`src/rtl/sdio_cmd_resp_tx_pkg.sv`:
```
// ============================================================================
//  Module      : sdio_pkg
//  Description : Shared constants for the SD CMD-line blocks: CRC7 polynomial,
//                frame geometry and the one-hot response FSM encoding.
//  Revision    : 1.0 - initial release
// ============================================================================
`default_nettype none

package sdio_pkg;

    // x^7 + x^3 + 1 with the x^7 term implied by the shift
    localparam logic [6:0] CRC7_POLY      = 7'h09;
    localparam int         CMD_FRAME_BITS = 48;

    // Payload is the frame minus CRC7 and the end bit
    localparam int         c_payload_bits = CMD_FRAME_BITS - 8;
    localparam logic [5:0] c_payload_last = 6'(c_payload_bits - 1);
    localparam logic [5:0] c_crc_last     = 6'd6;

    // One-hot FSM encoding
    localparam logic [4:0] c_st_idle  = 5'b00001;
    localparam logic [4:0] c_st_ncr   = 5'b00010;
    localparam logic [4:0] c_st_shift = 5'b00100;
    localparam logic [4:0] c_st_crc   = 5'b01000;
    localparam logic [4:0] c_st_end   = 5'b10000;

endpackage

`default_nettype wire

```
`src/rtl/sdio_cmd_resp_tx_if.sv`:
```
// ============================================================================
//  Module      : sdio_cmd_resp_tx_if
//  Description : Request handshake and CMD-line outputs of the response
//                transmitter. The master side presents requests, the slave
//                side (the transmitter) drives the line.
//  Revision    : 1.0 - initial release
// ============================================================================
`default_nettype none

interface sdio_cmd_resp_tx_if;
    logic        resp_valid;
    logic [5:0]  resp_index;
    logic [31:0] resp_arg;
    logic        resp_ready;
    logic        cmd_o;
    logic        cmd_oe;
    logic        busy;
    logic        done;

    modport master (
        output resp_valid, resp_index, resp_arg,
        input  resp_ready, cmd_o, cmd_oe, busy, done
    );

    modport slave (
        input  resp_valid, resp_index, resp_arg,
        output resp_ready, cmd_o, cmd_oe, busy, done
    );
endinterface

`default_nettype wire

```
`src/rtl/sdio_cmd_resp_tx_sd_crc7.sv`:
```
// ============================================================================
//  Module      : sd_crc7
//  Description : Serial CRC7 (x^7+x^3+1, init 0), one bit per enabled clock,
//                MSB-first register. Shared by the CMD transmitter and the
//                host-to-card receiver.
//  Revision    : 1.0 - initial release
// ============================================================================
`default_nettype none

module sd_crc7
    import sdio_pkg::*;
(
    input  wire logic       sd_clk,
    input  wire logic       clear,
    input  wire logic       enable,
    input  wire logic       bit_in,
    output logic      [6:0] crc
);

    logic [6:0] r_crc;
    logic       w_fb;

    assign w_fb = bit_in ^ r_crc[6];

    // Clear has priority so a new frame can start on the same edge it is accepted
    always_ff @(posedge sd_clk) begin
        if (clear) begin
            r_crc <= 7'h00;
        end else if (enable) begin
            r_crc <= {r_crc[5:0], 1'b0} ^ (w_fb ? CRC7_POLY : 7'h00);
        end
    end

    assign crc = r_crc;

endmodule

`default_nettype wire

```
`src/rtl/sdio_cmd_resp_tx.sv`:
```
// ============================================================================
//  Module      : sdio_cmd_resp_tx
//  Description : SD card response transmitter. Accepts one response request,
//                drives NCR idle-high bits, then the 48-bit frame (start,
//                direction, index, arg, CRC7, end) MSB first on CMD.
//  Revision    : 1.0 - initial release
// ============================================================================
`default_nettype none

module sdio_cmd_resp_tx
    import sdio_pkg::*;
#(
    parameter int NCR_CYCLES = 2
) (
    input  wire logic           sd_clk,
    input  wire logic           rst,
    sdio_cmd_resp_tx_if.slave   bus
);

    localparam logic [5:0] c_ncr_last = 6'(NCR_CYCLES - 1);

    logic [4:0]  r_state;
    logic [5:0]  r_cnt;
    logic [39:0] r_shift;
    logic        r_done;
    logic        w_accept;
    logic        w_crc_clear;
    logic        w_crc_en;
    logic [6:0]  w_crc;
    logic [2:0]  w_crc_idx;
    logic        w_cmd;

    assign bus.resp_ready = (r_state == c_st_idle) && !rst;
    assign w_accept       = bus.resp_valid && bus.resp_ready;

    // CRC restarts from zero on every accepted frame and on reset
    assign w_crc_clear = rst || w_accept;
    assign w_crc_en    = (r_state == c_st_shift);

    sd_crc7 u_crc7 (
        .sd_clk (sd_clk),
        .clear  (w_crc_clear),
        .enable (w_crc_en),
        .bit_in (r_shift[39]),
        .crc    (w_crc)
    );

    // Frame sequencer: each state counts its own bits from zero and exits on an exact match
    always_ff @(posedge sd_clk) begin
        if (rst) begin
            r_state <= c_st_idle;
            r_cnt   <= 6'd0;
            r_shift <= 40'd0;
            r_done  <= 1'b0;
        end else begin
            r_done <= 1'b0;
            case (r_state)
                c_st_idle: begin
                    if (w_accept) begin
                        r_state <= c_st_ncr;
                        r_cnt   <= 6'd0;
                        r_shift <= {2'b00, bus.resp_index, bus.resp_arg};
                    end
                end
                c_st_ncr: begin
                    if (r_cnt == c_ncr_last) begin
                        r_state <= c_st_shift;
                        r_cnt   <= 6'd0;
                    end else begin
                        r_cnt <= r_cnt + 6'd1;
                    end
                end
                c_st_shift: begin
                    r_shift <= {r_shift[38:0], 1'b0};
                    if (r_cnt == c_payload_last) begin
                        r_state <= c_st_crc;
                        r_cnt   <= 6'd0;
                    end else begin
                        r_cnt <= r_cnt + 6'd1;
                    end
                end
                c_st_crc: begin
                    if (r_cnt == c_crc_last) begin
                        r_state <= c_st_end;
                        r_cnt   <= 6'd0;
                    end else begin
                        r_cnt <= r_cnt + 6'd1;
                    end
                end
                c_st_end: begin
                    r_state <= c_st_idle;
                    r_done  <= 1'b1;
                end
                default: begin
                    r_state <= c_st_idle;
                    r_cnt   <= 6'd0;
                end
            endcase
        end
    end

    // CRC is held during its own phase, so it is read out MSB first by index
    assign w_crc_idx = 3'd6 - r_cnt[2:0];

    // Line data: idle/NCR/end bits are high, payload and CRC come from their registers
    always_comb begin
        w_cmd = 1'b1;
        case (r_state)
            c_st_shift: w_cmd = r_shift[39];
            c_st_crc:   w_cmd = w_crc[w_crc_idx];
            default:    w_cmd = 1'b1;
        endcase
    end

    assign bus.cmd_o  = w_cmd;
    assign bus.cmd_oe = (r_state != c_st_idle);
    assign bus.busy   = (r_state != c_st_idle);
    assign bus.done   = r_done;

endmodule

`default_nettype wire

```
`src/flat_wrapper.sv`:
```
// flat-port wrapper written by rule: the top's interface ports become plain ports
module sdio_cmd_resp_tx_flat import sdio_pkg::*;
#(
    parameter int NCR_CYCLES = 2
)
  (sd_clk, rst, bus_resp_valid, bus_resp_index, bus_resp_arg, bus_resp_ready, bus_cmd_o, bus_cmd_oe, bus_busy, bus_done);
  sdio_cmd_resp_tx_if bus_i ();
  input  wire logic sd_clk;
  input  wire logic rst;
  input wire logic [$bits(bus_i.resp_valid)-1:0] bus_resp_valid;
  input wire logic [$bits(bus_i.resp_index)-1:0] bus_resp_index;
  input wire logic [$bits(bus_i.resp_arg)-1:0] bus_resp_arg;
  output wire logic [$bits(bus_i.resp_ready)-1:0] bus_resp_ready;
  output wire logic [$bits(bus_i.cmd_o)-1:0] bus_cmd_o;
  output wire logic [$bits(bus_i.cmd_oe)-1:0] bus_cmd_oe;
  output wire logic [$bits(bus_i.busy)-1:0] bus_busy;
  output wire logic [$bits(bus_i.done)-1:0] bus_done;
  assign bus_i.resp_valid = bus_resp_valid;
  assign bus_i.resp_index = bus_resp_index;
  assign bus_i.resp_arg = bus_resp_arg;
  assign bus_resp_ready = bus_i.resp_ready;
  assign bus_cmd_o = bus_i.cmd_o;
  assign bus_cmd_oe = bus_i.cmd_oe;
  assign bus_busy = bus_i.busy;
  assign bus_done = bus_i.done;
  sdio_cmd_resp_tx #(.NCR_CYCLES(NCR_CYCLES)) u_core (.sd_clk(sd_clk), .rst(rst), .bus(bus_i));
endmodule
```
`config.mk`:
```
export PLATFORM = sky130hd
export DESIGN_NAME = sdio_cmd_resp_tx_flat
export DESIGN_NICKNAME = d
export VERILOG_FILES = /design/src/rtl/sdio_cmd_resp_tx_pkg.sv /design/src/rtl/sdio_cmd_resp_tx_if.sv /design/src/rtl/sdio_cmd_resp_tx_sd_crc7.sv /design/src/rtl/sdio_cmd_resp_tx.sv /design/src/flat_wrapper.sv
export SDC_FILE = /design/constraint.sdc
export NUM_CORES = 1
export LEC_CHECK = 0
export BUFFER_PORTS_ARGS = -buffer_cell sky130_fd_sc_hd__buf_2
export CORE_ASPECT_RATIO = 0.75
export CORE_UTILIZATION = 50
export CTS_CLUSTER_SIZE = 24
export DETAILED_ROUTE_END_ITERATION = 7
export GPL_TIMING_DRIVEN = 0
export HOLD_SLACK_MARGIN = 0.03
export PLACE_DENSITY = 0.83
export SKIP_LAST_GASP = 1
export SLEW_MARGIN = 10
export SYNTH_ARGS = -nofsm -noshare
export SYNTH_HDL_FRONTEND = slang
export SYNTH_SLANG_ARGS = --single-unit
```
`constraint.sdc`:
```
create_clock -name sd_clk -period 1.95 [get_ports sd_clk]
set_clock_uncertainty 0.1 [all_clocks]
set_input_delay 0.0975 -clock sd_clk [delete_from_list [all_inputs] [get_ports sd_clk]]
set_output_delay 0.0975 -clock sd_clk [all_outputs]
set_load 0.01 [all_outputs]
```
==> results.cfg, run 1 <==
[sta]
layout_worst_path_cycle_share_pct = 101
rsz_0062_raised_after_global_routing = yes
final.min_clock_period_ns = 1.98
maxSlewViolCount = 0
worst_slew_pin_slew_ns = 0.561
final-setup-viol-count = 1
slew-limit-headroom_pct = 62.6
max_freq_mhz = 506
hold_viol = 0
setup_total_negative_slack_ns = -0.0263
final.setup.worst_slack_ns = -0.0263

[synthesis]
fraction_of_the_mapped_netlist_area_in_compound_gates_pct = 16.8
synth-warning-count = 0
synthDominantCellAreaShare_pct = 41.9
yosysSeqAreaShare_pct = 41.9
yosys.area_share.adder_pct = 1.33
synth_xor_area_share_pct = 1.24
netlist_area_um2 = 2820
largest_family_of_logic_cells_by_synthesized_area = simple AND/OR/NAND/NOR gates
post_synth_inst_count = 313
synth_area_leader_cell = dfxtp_1
postSynthNetCount = 357
synthTopCellsByArea = dfxtp_1 42%, mux2i_1 14%, a211oi_1 11%
post_synth_mux_area_share_pct = 15.0
synthSimpleGateAreaFrac_pct = 19.2
syn_avg_cell_area_um2 = 9.01
synth-seq-cells = 59
synth_cell_type_count = 40

[power_and_ir_drop]
leakagePower_uw = 0.00173
power.total_uw = 3150
power-per-cell-area_nw_per_um2 = 803
peakVddDrop_mv = 0.501

[finish]
multi_input_area_um2 = 1610
fraction_of_layout_cells_with_a_size_suffix_above_1_pct = 24.7
register_area_um2 = 1190
finalNonFillerCells = 492
filler_cell_count = 358
finalInstanceArea_um2 = 3920
antenna-diode-count = 0
postLayoutCoreUtil_pct = 72.9
nNetsFinal = 457
synthToLayoutAreaGrowth_pct = 39.1

[setup_path]
timing_worst_setup_path_type = flip-flop to primary output
cp.required_ns = 1.75
worst_r2r_path_depth = 8
worstSetupStartpointType = flip-flop
arrival_ns = 1.78
reg2reg_slack_ns = 0.06
end_kind = primary output
worst_r2r_endpoint = u_core.r_shift[18]$_SDFFE_PP0P_
r2r_start = u_core.r_state[1]$_SDFFE_PP0P_
cp_max_fo = 4

[floorplan]
floorplan.core_area_um2 = 5380
floorplan.die_area_um2 = 5950
boundaryPins = 46
die_x_um = 88.7
start_util_pct = 52.4
die-height_um = 67.0
core.rowCount = 23

[run]
timing.max_cap.violations = 0

[routing]
antenna_violating_nets_post_route = 0
drt-initial-drc-count = 203
finalWirelength_um = 7590
drcViolationCount = 0
routedWlPerCell_um = 15.4
vias_per_inst = 5.41
first_pass_iters = 6
num_vias = 2663

[clock_network]
clk_root_buffer_cell = clkbuf_8
clkSlewWorstSetupHoldPaths_ns = 0.07
cts_buffers = 9
numClockSinks = 59
clock_insertion_delay_worst_skew_ns = 0.34
cts-root-to-sink-buffers = 2
cts_tree = built
htree_levels = 3

[min_path]
whs_path_depth = 3
worst_hold_path_type = primary input to flip-flop
min_delay_worst_endpoint = u_core.r_shift[8]$_SDFFE_PP0P_
hold_start = bus_resp_arg[8]

[placement]
numPortBuffers = 44
placed_cells_incl_taps = 432
weighted_congestion_reported_at_the_end_of_routability_driven_placement = 0.849
hpwl_um = 4460
place_area_um2 = 3130

[grt]
largest_net_degree_at_the_start_of_global_routing = 11
grt_util_all_layers_pct = 25.9
grt_pass1_vias = 2444
wire_length_of_the_first_global_routing_pass_um = 11400
global_route_congestion_overflow_total = 0
initial_antenna_violation_count = 0

[run_status]
violations = negative setup slack
status = complete, but fails checks
-- metrics by stage --
step / setup slack [ns] / hold slack, ns
5_1_grt: -0.118 / 0.0897
4_1_cts: -0.0970 / 0.0683
6_report: -0.0263 / 0.0808
3_3_place_gp: -0.0894 / 0.309
2_1_floorplan: 0.0840 / 0.190
3_5_place_dp: -0.175 / 0.321
-- worst max-delay path by stage --
stage	from	to	slack (ns)	cells past startpoint
4_1_cts	u_core.r_state[1]$_SDFFE_PP0P_	bus_cmd_o	-0.1	8
3_3_place_gp	u_core.r_cnt[0]$_SDFFE_PP0P_	u_core.r_state[3]$_SDFFE_PP0P_	-0.09	6
6_report	u_core.r_cnt[1]$_SDFFE_PP0P_	bus_cmd_o	-0.03	6
2_1_floorplan	u_core.r_cnt[0]$_SDFFE_PP0P_	u_core.r_state[3]$_SDFFE_PP0P_	0.08	6
5_1_grt	u_core.r_cnt[1]$_SDFFE_PP0P_	bus_cmd_o	-0.12	7
3_5_place_dp	u_core.r_cnt[0]$_SDFFE_PP0P_	u_core.r_state[3]$_SDFFE_PP0P_	-0.17	6
-- worst max-delay path, cell delays in order (launching register included) --
cell	delay [ns]
dfxtp_4	0.38
ha_4	0.17
xor2_4	0.21
mux4_2	0.35
nor3_2	0.13
nor3_1	0.07
buf_2	0.14
-- sequential cells by signal, summed over array words and instances (netlist names) --
name / flops
u_core.r_shift: 40
u_core.u_crc7.crc: 7
u_core.r_cnt: 6
u_core.r_state: 5
u_core.bus.done: 1
-- cell usage after synthesis --
cell type  number
mux4_2          1
or2_2           1
xor2_1          3
a311oi_2        1
nand2_1        20
xnor2_1         1
or3_2           1
nand2b_1        6
buf_2           5
nor4b_2         1
a211oi_1       40
nor2_1         57
nor2b_1         1
nor3_2          1
or2_4           1
nand3b_1        2
o21ai_0         4
a31oi_1         2
clkbuf_1       13
mux2i_1        40
a21oi_1        12
and2_1          1
o2111ai_4       1
inv_1           4
dfxtp_1        59
buf_4           5
and3_1          1
nor4_1          2
nand3_1         9
nor3_1          6
o21ai_1         1
a22oi_1         1
or3_4           1
ha_1            3
o221ai_4        1
nand2b_4        1
buf_1           1
and2_2          1
nand4_1         1
or3_1           1
-- report_power, final --
group | internal (uW) | leakage, uW | switching [uW] | total, uW
clock | 724 | 0.000109 | 469 | 1190
sequential | 1290 | 0.000484 | 53.2 | 1340
combinational | 319 | 0.00114 | 296 | 616
total | 2330 | 0.00173 | 819 | 3150
-- layout make-up --
type                       count  share of cell area (%)
clock inverter                 1                   0.765
multi-input combinational    226                    40.9
timing repair buffer          89                    17.0
clock buffer                  14                    4.66
inverter                       4                   0.383
buffer                        24                    3.57
tap                           75                    2.39
sequential                    59                    30.4
-- layout by cell type, fill, tap and decap left out, types with 2 or more instances in the layout --
| cell | instances |
|---|---|
| nor2_1 | 56 |
| a211oi_2 | 6 |
| nand2b_1 | 6 |
| nand2_1 | 20 |
| or3_4 | 2 |
| inv_1 | 4 |
| a31oi_1 | 2 |
| xor2_1 | 2 |
| dlygate4sd3_1 | 38 |
| buf_4 | 10 |
| nor4_1 | 2 |
| buf_6 | 4 |
| a21oi_1 | 12 |
| nor3_1 | 5 |
| dfxtp_1 | 55 |
| mux2i_1 | 39 |
| dfxtp_2 | 2 |
| clkbuf_8 | 13 |
| clkbuf_1 | 14 |
| dfxtp_4 | 2 |
| ha_1 | 2 |
| nand3b_1 | 2 |
| a211oi_1 | 34 |
| buf_2 | 45 |
| nand3_1 | 8 |
| o21ai_1 | 2 |
| o21ai_0 | 3 |
-- per-layer routing --
metal  GRT usage, %  up-vias  wire length, um
met4           10.3        0              129
met1           32.6     1245             3390
met5              0        -                0
li1               -     1317                -
met3           8.67       15              431
met2           40.7       86             3640
-- timing repair --
| action | 4_1_cts | 5_1_grt |
|---|---|---|
| hold buffers | 38 | 0 |
| hold endpoints to repair | 38 | 0 |
| buffers inserted | 1 | 6 |
| pin swaps | 1 | 6 |
| resized for setup | 11 | 23 |
| setup endpoints to repair | 40 | 37 |
-- cell families after synthesis --
kind of cell,count (synthesis)
simple gates,115
xor+xnor,4
buf+inv,28
flops,59
mux,41
compound gates,63
fa+ha+maj,3
Note: power is estimated with default switching activity, not from simulation.
==> run 2, diff against run 1 <==
--- a/config.mk
+++ b/config.mk
@@ -8,11 +8,12 @@
 export BUFFER_PORTS_ARGS = -buffer_cell sky130_fd_sc_hd__buf_2
 export CORE_ASPECT_RATIO = 0.75
 export CORE_UTILIZATION = 50
+export CTS_CLUSTER_DIAMETER = 50
 export CTS_CLUSTER_SIZE = 24
 export DETAILED_ROUTE_END_ITERATION = 7
 export GPL_TIMING_DRIVEN = 0
 export HOLD_SLACK_MARGIN = 0.03
-export PLACE_DENSITY = 0.83
+export PLACE_DENSITY = 0.72
 export SKIP_LAST_GASP = 1
 export SLEW_MARGIN = 10
 export SYNTH_ARGS = -nofsm -noshare
==> run 2 against run 1 <==
  * The flow still finishes with violations (negative setup slack)
  * Final area down 0.80%
  * Total power down 0.53%
  * Largest cell class unchanged
  * Utilization down 0.58 points
  * Worst setup slack worse by 0.023 ns
  * Die area unchanged
  * First-iteration DRC count down 14%
  * Largest power group unchanged
  * Sequential share of layout area up 0.24 points
  * Critical endpoint unchanged
  * Global-route usage down 0.85 points
==> results.cfg, run 2 (same netlist as run 1, synthesis figures left out) <==
[run_status]
status = complete, but fails checks
violations = negative setup slack

[setup_path]
arrival_ns = 1.80
cp_max_fo = 6
timing_worst_setup_path_type = flip-flop to primary output
end_kind = primary output
cp.required_ns = 1.75
worstSetupStartpointType = flip-flop

[grt]
wire_length_of_the_first_global_routing_pass_um = 11000
grt_util_all_layers_pct = 25.1
largest_net_degree_at_the_start_of_global_routing = 11
initial_antenna_violation_count = 0
grt_pass1_vias = 2330
global_route_congestion_overflow_total = 0

[floorplan]
core.rowCount = 23
floorplan.core_area_um2 = 5380
start_util_pct = 52.4
floorplan.die_area_um2 = 5950
die_x_um = 88.7
boundaryPins = 46
die-height_um = 67.0

[min_path]
worst_hold_path_type = primary input to flip-flop

[power_and_ir_drop]
power-per-cell-area_nw_per_um2 = 805
peakVddDrop_mv = 0.498
leakagePower_uw = 0.00171

[placement]
numPortBuffers = 44
hpwl_um = 4350
weighted_congestion_reported_at_the_end_of_routability_driven_placement = 0.777
placed_cells_incl_taps = 432

[sta]
maxSlewViolCount = 0
final.min_clock_period_ns = 2.00
rsz_0062_raised_after_global_routing = yes
final-setup-viol-count = 1
max_freq_mhz = 500
final.setup.worst_slack_ns = -0.0489
hold_viol = 0
slew-limit-headroom_pct = 63.6
layout_worst_path_cycle_share_pct = 103
worst_slew_pin_slew_ns = 0.547
setup_total_negative_slack_ns = -0.0489

[clock_network]
cts-root-to-sink-buffers = 2
clock_insertion_delay_worst_skew_ns = 0.34
clkSlewWorstSetupHoldPaths_ns = 0.07
htree_levels = 3
cts_buffers = 9
cts_tree = built
clk_root_buffer_cell = clkbuf_8
numClockSinks = 59

[finish]
finalNonFillerCells = 491
synthToLayoutAreaGrowth_pct = 38.0
largest_reg_flops = 40
antenna-diode-count = 0
fraction_of_layout_cells_with_a_size_suffix_above_1_pct = 25.5
postLayoutCoreUtil_pct = 72.3
mostFrequentLayoutCells = 55 x nor2_1, 55 x dfxtp_1, 45 x buf_2
max_flop_register = u_core.r_shift
nNetsFinal = 455

[routing]
drt-initial-drc-count = 174
vias_per_inst = 5.32
num_vias = 2612
first_pass_iters = 4
drcViolationCount = 0
routedWlPerCell_um = 14.8
antenna_violating_nets_post_route = 0
finalWirelength_um = 7280

[run]
timing.max_cap.violations = 0
## run 2: cell count changes in the layout (fill, tap and decap cells not counted), moves of 2 or more
cell,delta
nor3_1,-2
buf_4,+3
buf_6,-4
clkinv_2,+2
## run 2: worst paths after layout
check,end,cells after the start,slack (ns),from
worst min register to register,u_core.r_shift[38]$_SDFFE_PP0P_,2,0.36,u_core.r_shift[37]$_SDFFE_PP0P_
worst min-delay path,u_core.r_shift[6]$_SDFFE_PP0P_,3,0.05,bus_resp_arg[6]
worst max-delay path,bus_cmd_o,6,-0.05,u_core.r_cnt[0]$_SDFFE_PP0P_
worst max register to register,u_core.r_shift[28]$_SDFFE_PP0P_,8,0.09,u_core.r_state[1]$_SDFFE_PP0P_
## run 2: layout make-up
class                           count  area [um^2]
Buffer                             24          125
Clock buffer                       12          165
Clock inverter                      4         47.5
Fill cell                         431         1490
Inverter                            4         15.0
Multi-Input combinational cell    226         1620
Sequential cell                    59         1190
Tap cell                           75         93.8
Timing Repair Buffer               87          636
## run 2: layer usage
layer	up-vias	GRT usage [%]	wire (um)
met2	71	40.5	3570
li1	1305	-	-
met4	0	7.26	73
met5	-	0	0
met1	1228	32.0	3300
met3	8	7.81	337
## run 2: report_power, final
part	switching (uW)	internal (uW)	total (uW)	leakage, uW
clock	509	690	1200	0.000108
sequential	54.7	1290	1340	0.000483
combinational	284	307	591	0.00112
total	847	2290	3130	0.00171
## run 2: repair_timing
| item | CTS | global route |
|---|---|---|
| resized for setup | 8 | 25 |
| endpoints found under the hold margin | 37 | 0 |
| setup buffers | 1 | 5 |
| endpoints found under the setup margin | 33 | 23 |
| pin swaps | 1 | 4 |
| hold buffers | 37 | 0 |
## run 2: worst max-delay path, cell delays in order, from the launching register on
cell and delay, ns:
dfxtp_4 0.39, ha_4 0.18, xor2_4 0.21, mux4_2 0.36, nor3_4 0.14, nor3_2 0.06
buf_2 0.14
## run 2: stage by stage
step	power (uW)	hold slack [ns]	instance area [um^2]	worst slack [ns]
after detailed placement	1860	0.318	3130	-0.192
after global placement	1840	0.309	3130	-0.122
after global routing	3250	0.0324	3890	-0.114
after floorplan	1730	0.190	2820	0.0840
after CTS	3100	0.0300	3770	-0.124
final	3130	0.0513	3890	-0.0489
==> run 3, diff against run 2 <==
--- a/config.mk
+++ b/config.mk
@@ -14,6 +14,7 @@
 export GPL_TIMING_DRIVEN = 0
 export HOLD_SLACK_MARGIN = 0.03
 export PLACE_DENSITY = 0.72
+export SETUP_SLACK_MARGIN = 0.05
 export SKIP_LAST_GASP = 1
 export SLEW_MARGIN = 10
 export SYNTH_ARGS = -nofsm -noshare
==> run 3 against run 2 <==
  * The flow now finishes without violations
  * Global-route usage hardly changed
  * Register-to-register slack improved by 0.02 ns
  * First-iteration DRC count is 0.57% lower
  * Non-clock buffer count is 1 lower
  * Die area stayed put
  * Maximum frequency grew 3.8%
  * Final area shrank 0.32%
  * Flip-flop and latch count stayed put
  * Worst setup slack improved by 0.073 ns
  * Utilization down 0.23 points
  * Via count is 0.27% higher
==> results.cfg, run 3 (same netlist as run 1, synthesis figures left out) <==
[clock_network]
cts-root-to-sink-buffers = 2
numClockSinks = 59
cts_buffers = 9
htree_levels = 3
cts_tree = built
clock_insertion_delay_worst_skew_ns = 0.34
clk_root_buffer_cell = clkbuf_8
clkSlewWorstSetupHoldPaths_ns = 0.07

[sta]
maxSlewViolCount = 0
final-setup-viol-count = 0
slew-limit-headroom_pct = 63.8
worst_slew_pin_slew_ns = 0.542
layout_worst_path_cycle_share_pct = 98.8
hold_viol = 0
rsz_0062_raised_after_global_routing = yes
max_freq_mhz = 519
final.min_clock_period_ns = 1.93

[finish]
antenna-diode-count = 0
finalInstanceArea_um2 = 3880
layout_commonest_cell = nor2_1
finalNonFillerCells = 490
largest_reg_flops = 40
max_flop_register = u_core.r_shift
filler_cell_count = 427
fraction_of_layout_cells_with_a_size_suffix_above_1_pct = 25.3
mostFrequentLayoutCells = 56 x nor2_1, 53 x dfxtp_1, 44 x buf_2
synthToLayoutAreaGrowth_pct = 37.6
nNetsFinal = 454

[grt]
grt_pass1_vias = 2328
largest_net_degree_at_the_start_of_global_routing = 11
wire_length_of_the_first_global_routing_pass_um = 11000
grt_util_all_layers_pct = 25.1
global_route_congestion_overflow_total = 0
initial_antenna_violation_count = 0

[routing]
num_vias = 2619
finalWirelength_um = 7120
drt-initial-drc-count = 173
first_pass_iters = 4
drcViolationCount = 0
routedWlPerCell_um = 14.5
vias_per_inst = 5.34
antenna_violating_nets_post_route = 0

[power_and_ir_drop]
power-per-cell-area_nw_per_um2 = 806
peakVddDrop_mv = 0.496
leakagePower_uw = 0.00171
power.total_uw = 3130

[floorplan]
start_util_pct = 52.4
floorplan.core_area_um2 = 5380
core.rowCount = 23
die_x_um = 88.7
die-height_um = 67.0
boundaryPins = 46
floorplan.die_area_um2 = 5950

[setup_path]
arrival_ns = 1.73
r2r_start = u_core.r_state[2]$_SDFFE_PP0P_
end_kind = primary output
setup.worst_path.start = u_core.r_cnt[1]$_SDFFE_PP0P_
cp_max_fo = 4
worstSetupStartpointType = flip-flop
timing_worst_setup_path_type = flip-flop to primary output
cp.required_ns = 1.75

[run_status]
status = finished, final reports clean

[placement]
numPortBuffers = 44
place_area_um2 = 3130
weighted_congestion_reported_at_the_end_of_routability_driven_placement = 0.777
placed_cells_incl_taps = 432
hpwl_um = 4350

[min_path]
worst_hold_path_type = primary input to flip-flop
hold_start = bus_resp_arg[6]

[run]
timing.max_cap.violations = 0
run 3: where the power goes:
group	switching (uW)	internal, uW
sequential	53.4	1290
combinational	284	314
clock	498	690
run 3: layout make-up:
class	count	area, um^2	share of cell area, %
Multi-Input combinational cell	226	1600	41.3
Sequential cell	59	1190	30.8
Timing Repair Buffer	86	628	16.2
Clock buffer	12	165	4.26
Buffer	24	133	3.42
Tap cell	75	93.8	2.42
Clock inverter	4	47.5	1.23
Inverter	4	15.0	0.387
run 3: final timing paths:
path / cells past startpoint / slack [ns] / to
worst max-delay path: 6 / 0.02 / bus_cmd_o
worst min-delay path: 3 / 0.05 / u_core.r_shift[6]$_SDFFE_PP0P_
worst max register to register: 7 / 0.11 / u_core.r_shift[17]$_SDFFE_PP0P_
worst min register to register: 2 / 0.36 / u_core.r_shift[38]$_SDFFE_PP0P_
run 3: per-layer routing:
metal	routed length (um)	vias to the layer above	GRT usage, %
li1	-	1307	-
met5	0	-	0
met3	296	13	7.81
met2	3440	66	39.9
met1	3260	1233	32.1
met4	116	0	8.47
run 3: what timing repair did:
action,in CTS,in global routing
pin swaps,4,4
buffers inserted,3,2
hold endpoints to repair,37,0
endpoints found under the setup margin,41,22
hold buffers,37,0
gates resized for setup,20,12
cloned,0,0
run 3: worst max-delay path: stages (launching register included):
cell	delay [ns]
dfxtp_4	0.36
ha_4	0.17
xor2_4	0.20
mux4_2	0.33
nor3_2	0.12
nor3_1	0.07
buf_2	0.14
run 3: metrics by stage:
step	TNS, ns	setup slack (ns)	util (%)	hold slack [ns]
floorplan	0	0.0840	-	0.190
global placement	-0.341	-0.122	58.2	0.309
detailed placement	-0.668	-0.192	58.2	0.318
CTS	0	0.0254	70.9	0.0300
global route	-0.108	-0.108	72.1	0.0324
finish	0	0.0241	72.1	0.0487
